## src/rtl/pipe_skid_reg.sv

```systemverilog
// Two-entry pipeline register with a registered in_ready (main + skid entry).
// Macro SKID_BUF_EN enables the skid entry; without it the block is a single-entry register.
module pipe_skid_reg #(
    parameter int DATA_W = 32,
    parameter int CTRL_W = 9
) (
    input  logic              clk,
    input  logic              rst_n,
    input  logic              flush,
    input  logic              in_valid,
    output logic              in_ready,
    input  logic [CTRL_W-1:0] in_ctrl,
    input  logic [DATA_W-1:0] in_data,
    output logic              out_valid,
    input  logic              out_ready,
    output logic [CTRL_W-1:0] out_ctrl,
    output logic [DATA_W-1:0] out_data,
    output logic [1:0]        occupancy
);

    logic              main_valid_q, main_valid_d;
    logic [CTRL_W-1:0] main_ctrl_q,  main_ctrl_d;
    logic [DATA_W-1:0] main_data_q,  main_data_d;
    logic              in_fire;
    logic              out_fire;

    assign in_fire   = in_valid & in_ready;
    assign out_fire  = main_valid_q & out_ready;
    assign out_valid = main_valid_q;
    // A bubble must never carry live control bits downstream.
    assign out_ctrl  = main_valid_q ? main_ctrl_q : '0;
    assign out_data  = main_data_q;

`ifdef SKID_BUF_EN
    logic              skid_valid_q, skid_valid_d;
    logic [CTRL_W-1:0] skid_ctrl_q,  skid_ctrl_d;
    logic [DATA_W-1:0] skid_data_q,  skid_data_d;

    // in_ready comes straight from a flop, breaking the out_ready -> in_ready path.
    assign in_ready  = ~skid_valid_q;
    assign occupancy = {1'b0, main_valid_q} + {1'b0, skid_valid_q};

    always_comb begin
        main_valid_d = main_valid_q;
        main_ctrl_d  = main_ctrl_q;
        main_data_d  = main_data_q;
        skid_valid_d = skid_valid_q;
        skid_ctrl_d  = skid_ctrl_q;
        skid_data_d  = skid_data_q;
        if (flush) begin
            main_valid_d = 1'b0;
            skid_valid_d = 1'b0;
        end else if (out_fire || !main_valid_q) begin
            if (skid_valid_q) begin
                main_valid_d = 1'b1;
                main_ctrl_d  = skid_ctrl_q;
                main_data_d  = skid_data_q;
                skid_valid_d = in_fire;
                if (in_fire) begin
                    skid_ctrl_d = in_ctrl;
                    skid_data_d = in_data;
                end
            end else begin
                main_valid_d = in_fire;
                if (in_fire) begin
                    main_ctrl_d = in_ctrl;
                    main_data_d = in_data;
                end
            end
        end else if (in_fire) begin
            skid_valid_d = 1'b1;
            skid_ctrl_d  = in_ctrl;
            skid_data_d  = in_data;
        end
    end

    always_ff @(posedge clk or negedge rst_n) begin
        if (!rst_n) begin
            skid_valid_q <= 1'b0;
            skid_ctrl_q  <= '0;
            skid_data_q  <= '0;
        end else begin
            skid_valid_q <= skid_valid_d;
            skid_ctrl_q  <= skid_ctrl_d;
            skid_data_q  <= skid_data_d;
        end
    end
`else
    assign in_ready  = ~main_valid_q | out_ready;
    assign occupancy = {1'b0, main_valid_q};

    always_comb begin
        main_valid_d = main_valid_q;
        main_ctrl_d  = main_ctrl_q;
        main_data_d  = main_data_q;
        if (flush) begin
            main_valid_d = 1'b0;
        end else if (out_fire || !main_valid_q) begin
            main_valid_d = in_fire;
            if (in_fire) begin
                main_ctrl_d = in_ctrl;
                main_data_d = in_data;
            end
        end
    end
`endif

    // Flush clears only valids so out_data keeps showing the last word.
    always_ff @(posedge clk or negedge rst_n) begin
        if (!rst_n) begin
            main_valid_q <= 1'b0;
            main_ctrl_q  <= '0;
            main_data_q  <= '0;
        end else begin
            main_valid_q <= main_valid_d;
            main_ctrl_q  <= main_ctrl_d;
            main_data_q  <= main_data_d;
        end
    end

endmodule

```

## config.mk

```make
export PLATFORM = sky130hd
export DESIGN_NAME = pipe_skid_reg
export DESIGN_NICKNAME = d
export VERILOG_FILES = /design/src/rtl/pipe_skid_reg.sv
export SDC_FILE = /design/constraint.sdc
export NUM_CORES = 1
export LEC_CHECK = 0
export CAP_MARGIN = 5
export CELL_PAD_IN_SITES_DETAIL_PLACEMENT = 1
export CELL_PAD_IN_SITES_GLOBAL_PLACEMENT = 1
export CORE_MARGIN = 2
export CORE_UTILIZATION = 32
export CTS_CLUSTER_DIAMETER = 100
export DETAILED_ROUTE_END_ITERATION = 8
export PLACE_DENSITY_LB_ADDON = 0.1
export SETUP_SLACK_MARGIN = 0.5
export SYNTH_ARGS = -nofsm -noshare
export SYNTH_HDL_FRONTEND = slang
export SYNTH_SLANG_ARGS = --single-unit
```

## constraint.sdc

```tcl
create_clock -name clk -period 3.4 [get_ports clk]
set_input_delay 1.02 -clock clk [delete_from_list [all_inputs] [get_ports clk]]
set_output_delay 1.02 -clock clk [all_outputs]
set_load 0.02 [all_outputs]
```

==> results.rst, run 1 <==
.. list-table::
   :header-rows: 1

   * - Metric
     - Value
   * - Core area
     - 5070 um2
   * - Via Count
     - 1,200
   * - Most frequent standard cell in the layout excluding fill and tap cells
     - sky130_fd_sc_hd__clkdlybuf4s50_1
   * - Endpoint class of the critical path
     - primary output
   * - Critical path data arrival time
     - 1.77 ns
   * - Sequential fraction of the synthesis area
     - 62.7%
   * - Number of library cell types mapped by synthesis
     - 11
   * - First drt pass iteration count
     - 4
   * - Type of origin of the critical path
     - input pin
   * - Number of I/O port buffers
     - 89
   * - Most area-consuming cells after synthesis
     - sky130_fd_sc_hd__dfrtp_1 63%, sky130_fd_sc_hd__mux2_2 26%, sky130_fd_sc_hd__and2_1 3.4%
   * - Type of the worst min-delay path
     - reg2reg
   * - CTS tree
     - done
   * - Critical path data required time
     - 2.38 ns
   * - Leakage power
     - 1.09 nW
   * - Chip Width
     - 76.4 um
   * - Later-pin clock latency in the skew report
     - 0.28 ns
   * - Count of clock tree sinks
     - 42
   * - Worst setup slack after layout
     - 0.607 ns
   * - Layout Cells excl Fill
     - 266
   * - Setup repair after global routing missed its margin
     - false
   * - Buffer levels on the longest clock path
     - 2
   * - Crit Path Category
     - in2out
   * - Max-cap violations
     - 0
   * - Slew Viols, Final
     - 0
   * - Worst-case headroom to the max-slew limit
     - 38.0%
   * - Critical register-to-register path startpoint
     - out_valid
   * - DPL Wire Length
     - 3.05 mm
   * - Number of global-route vias before repair
     - 1,320
   * - Layout Nets
     - 242
   * - Worst Tran Pin Value
     - 0.929 ns
   * - Worst setup skew after layout
     - 0.00337 ns
   * - IO Pins
     - 91
   * - Initial core utilization
     - 33.0%
   * - Post-DR wirelength/cell
     - 15.5 um
   * - Die Y-Extent
     - 76.4 um
   * - Wire length reported by the detailed router
     - 4.12 mm
   * - # diodes
     - 0
   * - Worst Hold Path Cells
     - 1
   * - Fmax
     - 358 MHz
   * - Clock edge transition at the registers on the reported setup and hold paths
     - 0.07 ns
   * - CTS Buf Count
     - 5
   * - Hold-fix buffers at CTS
     - 0
   * - Worst R2R Path Depth
     - 5
   * - Detailed Route Iter0 Violations
     - 55
   * - Root Buffer Master
     - sky130_fd_sc_hd__clkbuf_8
   * - Layout area overhead
     - 59.6%
   * - Total Routing Usage GR
     - 15.1%
   * - Area fraction of the dominant cell type after synthesis
     - 62.7%
   * - Utilization of the core after routing
     - 52.7%
   * - Number of antenna violations at the first check in global routing
     - 0
   * - Mean instance size in the synthesized netlist
     - 16.1 um2
   * - Total number of yosys warnings
     - 0
   * - Post-placement worst setup slack
     - 0.158 ns
   * - Setup TNS after final layout
     - 0 ns
   * - Ratio of final minimum period to clock period
     - 82.2%
   * - Number of instances in the synthesized netlist
     - 104
   * - Share of post-route cells with drive strength above 1
     - 25.0%
   * - Clock period minus worst slack
     - 2.79 ns
   * - Std-Cell Rows
     - 26
   * - Endpoint of the worst hold path
     - main_ctrl_q[8]
   * - Power per standard cell area
     - 504 nW/um2
   * - Post-synth design cell area
     - 1680 um2
   * - Peak per-stage delay on the critical path
     - 0.44 ns
   * - Dpl cells
     - 258
   * - Slack of the worst reg-to-reg path
     - 1.42 ns
   * - Number of setup violations in the final report
     - 0
   * - Syn nets
     - 150
   * - H-tree depth
     - 2
   * - Die area
     - 5830 um2
   * - Outcome
     - finished, final reports clean
   * - Maximum vdd drop
     - 0.286 mV
   * - Remaining Overflow, GRT
     - 0
   * - Post-route DRC
     - 0
   * - Min-Delay Startpoint
     - main_ctrl_q[8]
   * - Top fanout value on the critical path
     - 2
   * - Slowest cell on the critical path
     - sky130_fd_sc_hd__clkdlybuf4s50_1
   * - Final weighted congestion in routability-driven placement
     - 0.730
   * - Global-route wire length before repair
     - 6.71 mm
   * - Final hold vios
     - 0
   * - Highest-count cells in the layout ignoring fill and taps
     - 87 x sky130_fd_sc_hd__clkdlybuf4s50_1, 42 x sky130_fd_sc_hd__dfrtp_1, 38 x sky130_fd_sc_hd__mux2_2, 9 x sky130_fd_sc_hd__and2_1, 5 x sky130_fd_sc_hd__clkbuf_8
   * - Critical path, cell by cell
     - clkdlybuf4s50_1 -> nor2b_4 -> inv_1 -> buf_2
   * - Synthesis-stage register bit count
     - 42
   * - Maximum number of pins on one net before global-route repair
     - 43
   * - Largest area contributor in the netlist
     - sky130_fd_sc_hd__dfrtp_1
   * - Reg-to-reg critical path endpoint
     - out_data[11]
   * - Routed Antenna Nets
     - 0
   * - Mean number of vias per cell
     - 4.51
## registers in the layout, summed over array words and instances (netlist names)
| name | cells |
|---|---|
| out_valid | 1 |
| out_data | 32 |
| main_ctrl_q | 9 |
## worst max-delay path by stage
stage,start,endpoint,depth (start not counted)
2_1_floorplan,out_ready,in_ready,2
3_3_place_gp,out_ready,in_ready,4
3_5_place_dp,out_ready,in_ready,4
4_1_cts,out_ready,in_ready,4
5_1_grt,out_ready,in_ready,4
6_report,out_ready,in_ready,4
## report_power, final
part           internal [mW]  switching, mW  leakage (nW)  total (mW)
sequential             0.583         0.0438         0.495       0.627
combinational          0.243          0.183         0.552       0.426
clock                  0.141          0.153        0.0383       0.295
## synthesized netlist by cell type
library cell              count
sky130_fd_sc_hd__buf_4        2
sky130_fd_sc_hd__mux2_1       3
sky130_fd_sc_hd__nor3b_4      1
sky130_fd_sc_hd__dfrtp_1     42
sky130_fd_sc_hd__mux2_2      38
sky130_fd_sc_hd__inv_1        1
sky130_fd_sc_hd__conb_1       1
sky130_fd_sc_hd__nor2b_4      1
sky130_fd_sc_hd__and2_1       9
sky130_fd_sc_hd__nor2_1       2
sky130_fd_sc_hd__buf_6        4
## stage by stage
| stage | hold slack (ns) | total power, mW | instance area [um2] |
|---|---|---|---|
| global route | 0.505 | 1.43 | 2680 |
| global placement | 0.461 | 1.05 | 2600 |
| floorplan | 0.450 | 0.830 | 1680 |
| finish | 0.496 | 1.35 | 2680 |
| detailed placement | 0.484 | 1.07 | 2600 |
| CTS | 0.501 | 1.38 | 2680 |
## critical path: cells and delay by family
kind                   cells  cell delay [ns]
AND/OR/NAND/NOR            1             0.12
buffers and inverters      3             0.63
## cell type report
class,instances,area [um2]
Fill cell,519,2400
Sequential cell,42,1050
Timing Repair Buffer,91,896
Multi-Input combinational cell,55,562
Tap cell,70,87.6
Clock buffer,7,76.3
Inverter,1,3.75
## cell families (layout without fill, tap and decap cells)
logic type	count (synthesis)	in the layout	share of synthesized area (%)
other cells	1	1	0.224
flops	42	42	62.7
simple gates	13	13	5.75
buf+inv	7	99	3.81
mux	41	41	27.5
## layer usage
| metal | GRT usage [%] | vias to the layer above | wire length (um) |
|---|---|---|---|
| met1 | 16.3 | 607 | 1580 |
| li1 | - | 535 | - |
| met5 | 0 | - | 0 |
| met2 | 25.9 | 56 | 2180 |
| met3 | 7.11 | 2 | 332 |
| met4 | 4.91 | 0 | 23 |
## repair_timing
| action | CTS | global route |
|---|---|---|
| setup endpoints to repair | 1 | 1 |
| hold endpoints to repair | 0 | 0 |
| gates resized for setup | 3 | 1 |
| pin swaps | 0 | 0 |
| setup buffers | 1 | 0 |
(Power assumes the default switching activity.)
==> run 2: changes to the inputs <==
--- a/config.mk
+++ b/config.mk
@@ -9,7 +9,7 @@
 export CELL_PAD_IN_SITES_DETAIL_PLACEMENT = 1
 export CELL_PAD_IN_SITES_GLOBAL_PLACEMENT = 1
 export CORE_MARGIN = 2
-export CORE_UTILIZATION = 32
+export CORE_UTILIZATION = 30
 export CTS_CLUSTER_DIAMETER = 100
 export DETAILED_ROUTE_END_ITERATION = 8
 export PLACE_DENSITY_LB_ADDON = 0.1
==> constraint.sdc (replaced) <==
create_clock -name clk -period 2.9 [get_ports clk]
set_input_delay 0.87 -clock clk [delete_from_list [all_inputs] [get_ports clk]]
set_output_delay 0.87 -clock clk [all_outputs]
set_load 0.02 [all_outputs]
==> results.rst, run 2 (synthesized netlist as in run 1, its figures left out) <==
.. list-table::
   :header-rows: 1

   * - Metric
     - Value
   * - Post-placement worst setup slack
     - -0.0332 ns (-0.191 ns)
   * - CTS tree
     - done
   * - Count of clock tree sinks
     - 42 (unchanged)
   * - Type of the worst min-delay path
     - reg2reg
   * - Initial core utilization
     - 30.8% (-2.2 points)
   * - Layout Nets
     - 246 (+1.7%)
   * - Number of I/O port buffers
     - 89 (unchanged)
   * - Clock period minus worst slack
     - 2.31 ns
   * - Leakage power
     - 1.19 nW (+9.7%)
   * - Via Count
     - 1,185 (-1.3%)
   * - Critical path data required time
     - 2.03 ns (-0.35 ns)
   * - Die Y-Extent
     - 78.8 um (+3.1%)
   * - Slew Viols, Final
     - 0 (unchanged)
   * - Number of antenna violations at the first check in global routing
     - 0 (unchanged)
   * - Clock edge transition at the registers on the reported setup and hold paths
     - 0.08 ns (about the same)
   * - Critical path, cell by cell
     - and2_1 -> clkdlybuf4s50_1
   * - Core area
     - 5440 um2 (+7.2%)
   * - Hold-fix buffers at CTS
     - 0 (unchanged)
   * - Setup repair after global routing missed its margin
     - false
   * - Peak per-stage delay on the critical path
     - 0.60 ns (+0.16 ns)
   * - Power per standard cell area
     - 587 nW/um2 (+17%)
   * - Setup TNS after final layout
     - 0 ns (unchanged)
   * - Outcome
     - finished, final reports clean
   * - Top fanout value on the critical path
     - 7 (+5)
   * - Post-DR wirelength/cell
     - 14.5 um (-6.2%)
   * - Max reg flops
     - 32 (unchanged)
   * - Share of post-route cells with drive strength above 1
     - 27.9% (+2.9 points)
   * - IO Pins
     - 91 (unchanged)
   * - Worst setup slack after layout
     - 0.587 ns (-0.0195 ns)
   * - Type of origin of the critical path
     - flip-flop
   * - Wire length reported by the detailed router
     - 3.96 mm (-3.7%)
   * - Fmax
     - 432 MHz
   * - Number of setup violations in the final report
     - 0 (unchanged)
   * - Layout area overhead
     - 63.5%
   * - Die area
     - 6200 um2 (+6.3%)
   * - Endpoint class of the critical path
     - primary output
   * - Worst setup skew after layout
     - 0.00473 ns (+0.00137 ns)
   * - Fraction of power consumed by the clock network
     - 23.3% (+1.4 points)
   * - Worst Hold Path Cells
     - 1 (unchanged)
   * - Switching power as a share of total power
     - 27.8% (-0.47 points)
   * - Maximum number of pins on one net before global-route repair
     - 43 (unchanged)
   * - Total Routing Usage GR
     - 13.6% (-1.5 points)
   * - Slowest cell on the critical path
     - sky130_fd_sc_hd__clkdlybuf4s50_1
   * - Maximum vdd drop
     - 0.284 mV (-0.90%)
   * - Number of global-route vias before repair
     - 1,332 (+0.91%)
   * - Internal power summed over all cells
     - 1.16 mW (+20%)
   * - Final weighted congestion in routability-driven placement
     - 0.674 (-7.6%)
   * - Critical path data arrival time
     - 1.44 ns (-0.33 ns)
   * - CTS Buf Count
     - 5 (unchanged)
   * - Post-route DRC
     - 0 (unchanged)
   * - H-tree depth
     - 2 (unchanged)
   * - Chip Width
     - 78.8 um (+3.1%)
   * - Highest-count cells in the layout ignoring fill and taps
     - 80 x sky130_fd_sc_hd__clkdlybuf4s50_1, 41 x sky130_fd_sc_hd__dfrtp_1, 38 x sky130_fd_sc_hd__mux2_2, 9 x sky130_fd_sc_hd__and2_1, 6 x sky130_fd_sc_hd__clkbuf_8
   * - Crit Path Category
     - reg2out
   * - Std-Cell Rows
     - 27 (+3.8%)
   * - Worst R2R Path Depth
     - 7 (+2)
   * - Remaining Overflow, GRT
     - 0 (unchanged)
   * - Switching component of the power
     - 447 uW (+17%)
   * - Later-pin clock latency in the skew report
     - 0.28 ns (about the same)
   * - DPL Wire Length
     - 2.95 mm (-3.3%)
   * - First drt pass iteration count
     - 2 (-2)
   * - Final hold vios
     - 0 (unchanged)
   * - Routed Antenna Nets
     - 0 (unchanged)
   * - Root Buffer Master
     - sky130_fd_sc_hd__clkbuf_8
   * - Placed standard-cell area
     - 2630 um2 (+1.2%)
   * - Most frequent standard cell in the layout excluding fill and tap cells
     - sky130_fd_sc_hd__clkdlybuf4s50_1
   * - Global-route wire length before repair
     - 6.44 mm (-3.9%)
   * - # diodes
     - 0 (unchanged)
   * - Max-cap violations
     - 0 (unchanged)
   * - Mean number of vias per cell
     - 4.34 (-3.8%)
   * - Fill cells
     - 560 (+7.9%)
   * - Comb power frac
     - 31.2% (-0.4 points)
   * - Detailed Route Iter0 Violations
     - 30 (-45%)
   * - Worst-case headroom to the max-slew limit
     - 37.7% (-0.32 points)
   * - Share of total power in sequential cells
     - 45.5% (-1.0 points)
   * - Worst Tran Pin Value
     - 0.934 ns (+0.00479 ns)
   * - Buffer levels on the longest clock path
     - 2 (unchanged)
   * - Fin area
     - 2740 um2 (+2.4%)
   * - Ratio of final minimum period to clock period
     - 79.7%
==> run 2: changes by cell type in the layout (fill, tap and decap cells not counted) <==
cell / delta
sky130_fd_sc_hd__clkdlybuf4s50_1: -7
sky130_fd_sc_hd__dlymetal6s2s_1: +4
sky130_fd_sc_hd__dlygate4sd2_1: +3
sky130_fd_sc_hd__buf_4: +2
sky130_fd_sc_hd__buf_12: +1
sky130_fd_sc_hd__clkbuf_1: -1
sky130_fd_sc_hd__clkbuf_2: +1
sky130_fd_sc_hd__clkbuf_8: +1
sky130_fd_sc_hd__clkinv_2: +1
sky130_fd_sc_hd__dfrtp_1: -1
sky130_fd_sc_hd__dfrtp_2: +1
==> run 2: worst max-delay path: cells and delay by family, from the launching register on <==
family / cells / cell delay [ns]
buffers and inverters: 1 / 0.60
flip-flops: 1 / 0.43
AND/OR/NAND/NOR: 1 / 0.14
==> run 2: area by class of cell <==
class | instances | area [um2] | area share [%]
timing repair buffer | 95 | 942 | 34.4
inverter | 1 | 3.75 | 0.137
clock buffer | 7 | 86.3 | 3.15
multi-input combinational | 55 | 562 | 20.5
tap | 72 | 90.1 | 3.29
sequential | 42 | 1050 | 38.4
clock inverter | 1 | 5.00 | 0.183
==> run 2: path summary, 6_finish.rpt <==
kind / start / endpoint / slack, ns
worst min-delay path: main_ctrl_q[1] / main_ctrl_q[1] / 0.49
worst max-delay path: out_valid / out_ctrl[0] / 0.59
worst min register to register: main_ctrl_q[1] / main_ctrl_q[1] / 0.49
max in group asynchronous: rst_n / out_valid / 1.54
min in group asynchronous: rst_n / main_ctrl_q[7] / 0.71
worst max register to register: out_valid / out_data[18] / 0.83
==> run 2: power groups by stage <==
stage,Sequential (mW),Clock [mW],Combinational (mW)
floorplan,0.836,0,0.137
global placement,0.739,0,0.498
detailed placement,0.748,0,0.509
CTS,0.736,0.395,0.510
global route,0.748,0.426,0.534
finish,0.733,0.375,0.503
==> run 2: metrics by stage <==
| stage | power, mW | instances | hold slack, ns | utilization, % |
|---|---|---|---|---|
| 4_1_cts | 1.64 | 271 | 0.491 | 50.0 |
| 6_report | 1.61 | 273 | 0.485 | 50.4 |
| 3_5_place_dp | 1.26 | 262 | 0.472 | 48.3 |
| 3_3_place_gp | 1.24 | 262 | 0.459 | 48.3 |
| 5_1_grt | 1.71 | 273 | 0.512 | 50.4 |
| 2_1_floorplan | 0.974 | 104 | 0.450 | - |
==> run 2: what timing repair did <==
item | in CTS | in global routing
pin swaps | 0 | 0
gates resized for setup | 8 | 4
setup endpoints to repair | 10 | 7
setup buffers | 1 | 2
hold endpoints to repair | 0 | 0
==> run 2: metal layers <==
layer,track usage (%),part of all wire [%],vias to the layer above
li1,-,-,544
met1,16.1,40,583
met2,23.1,51,54
met3,5.23,8.4,4
met4,3.68,0.86,0
met5,0,0,-
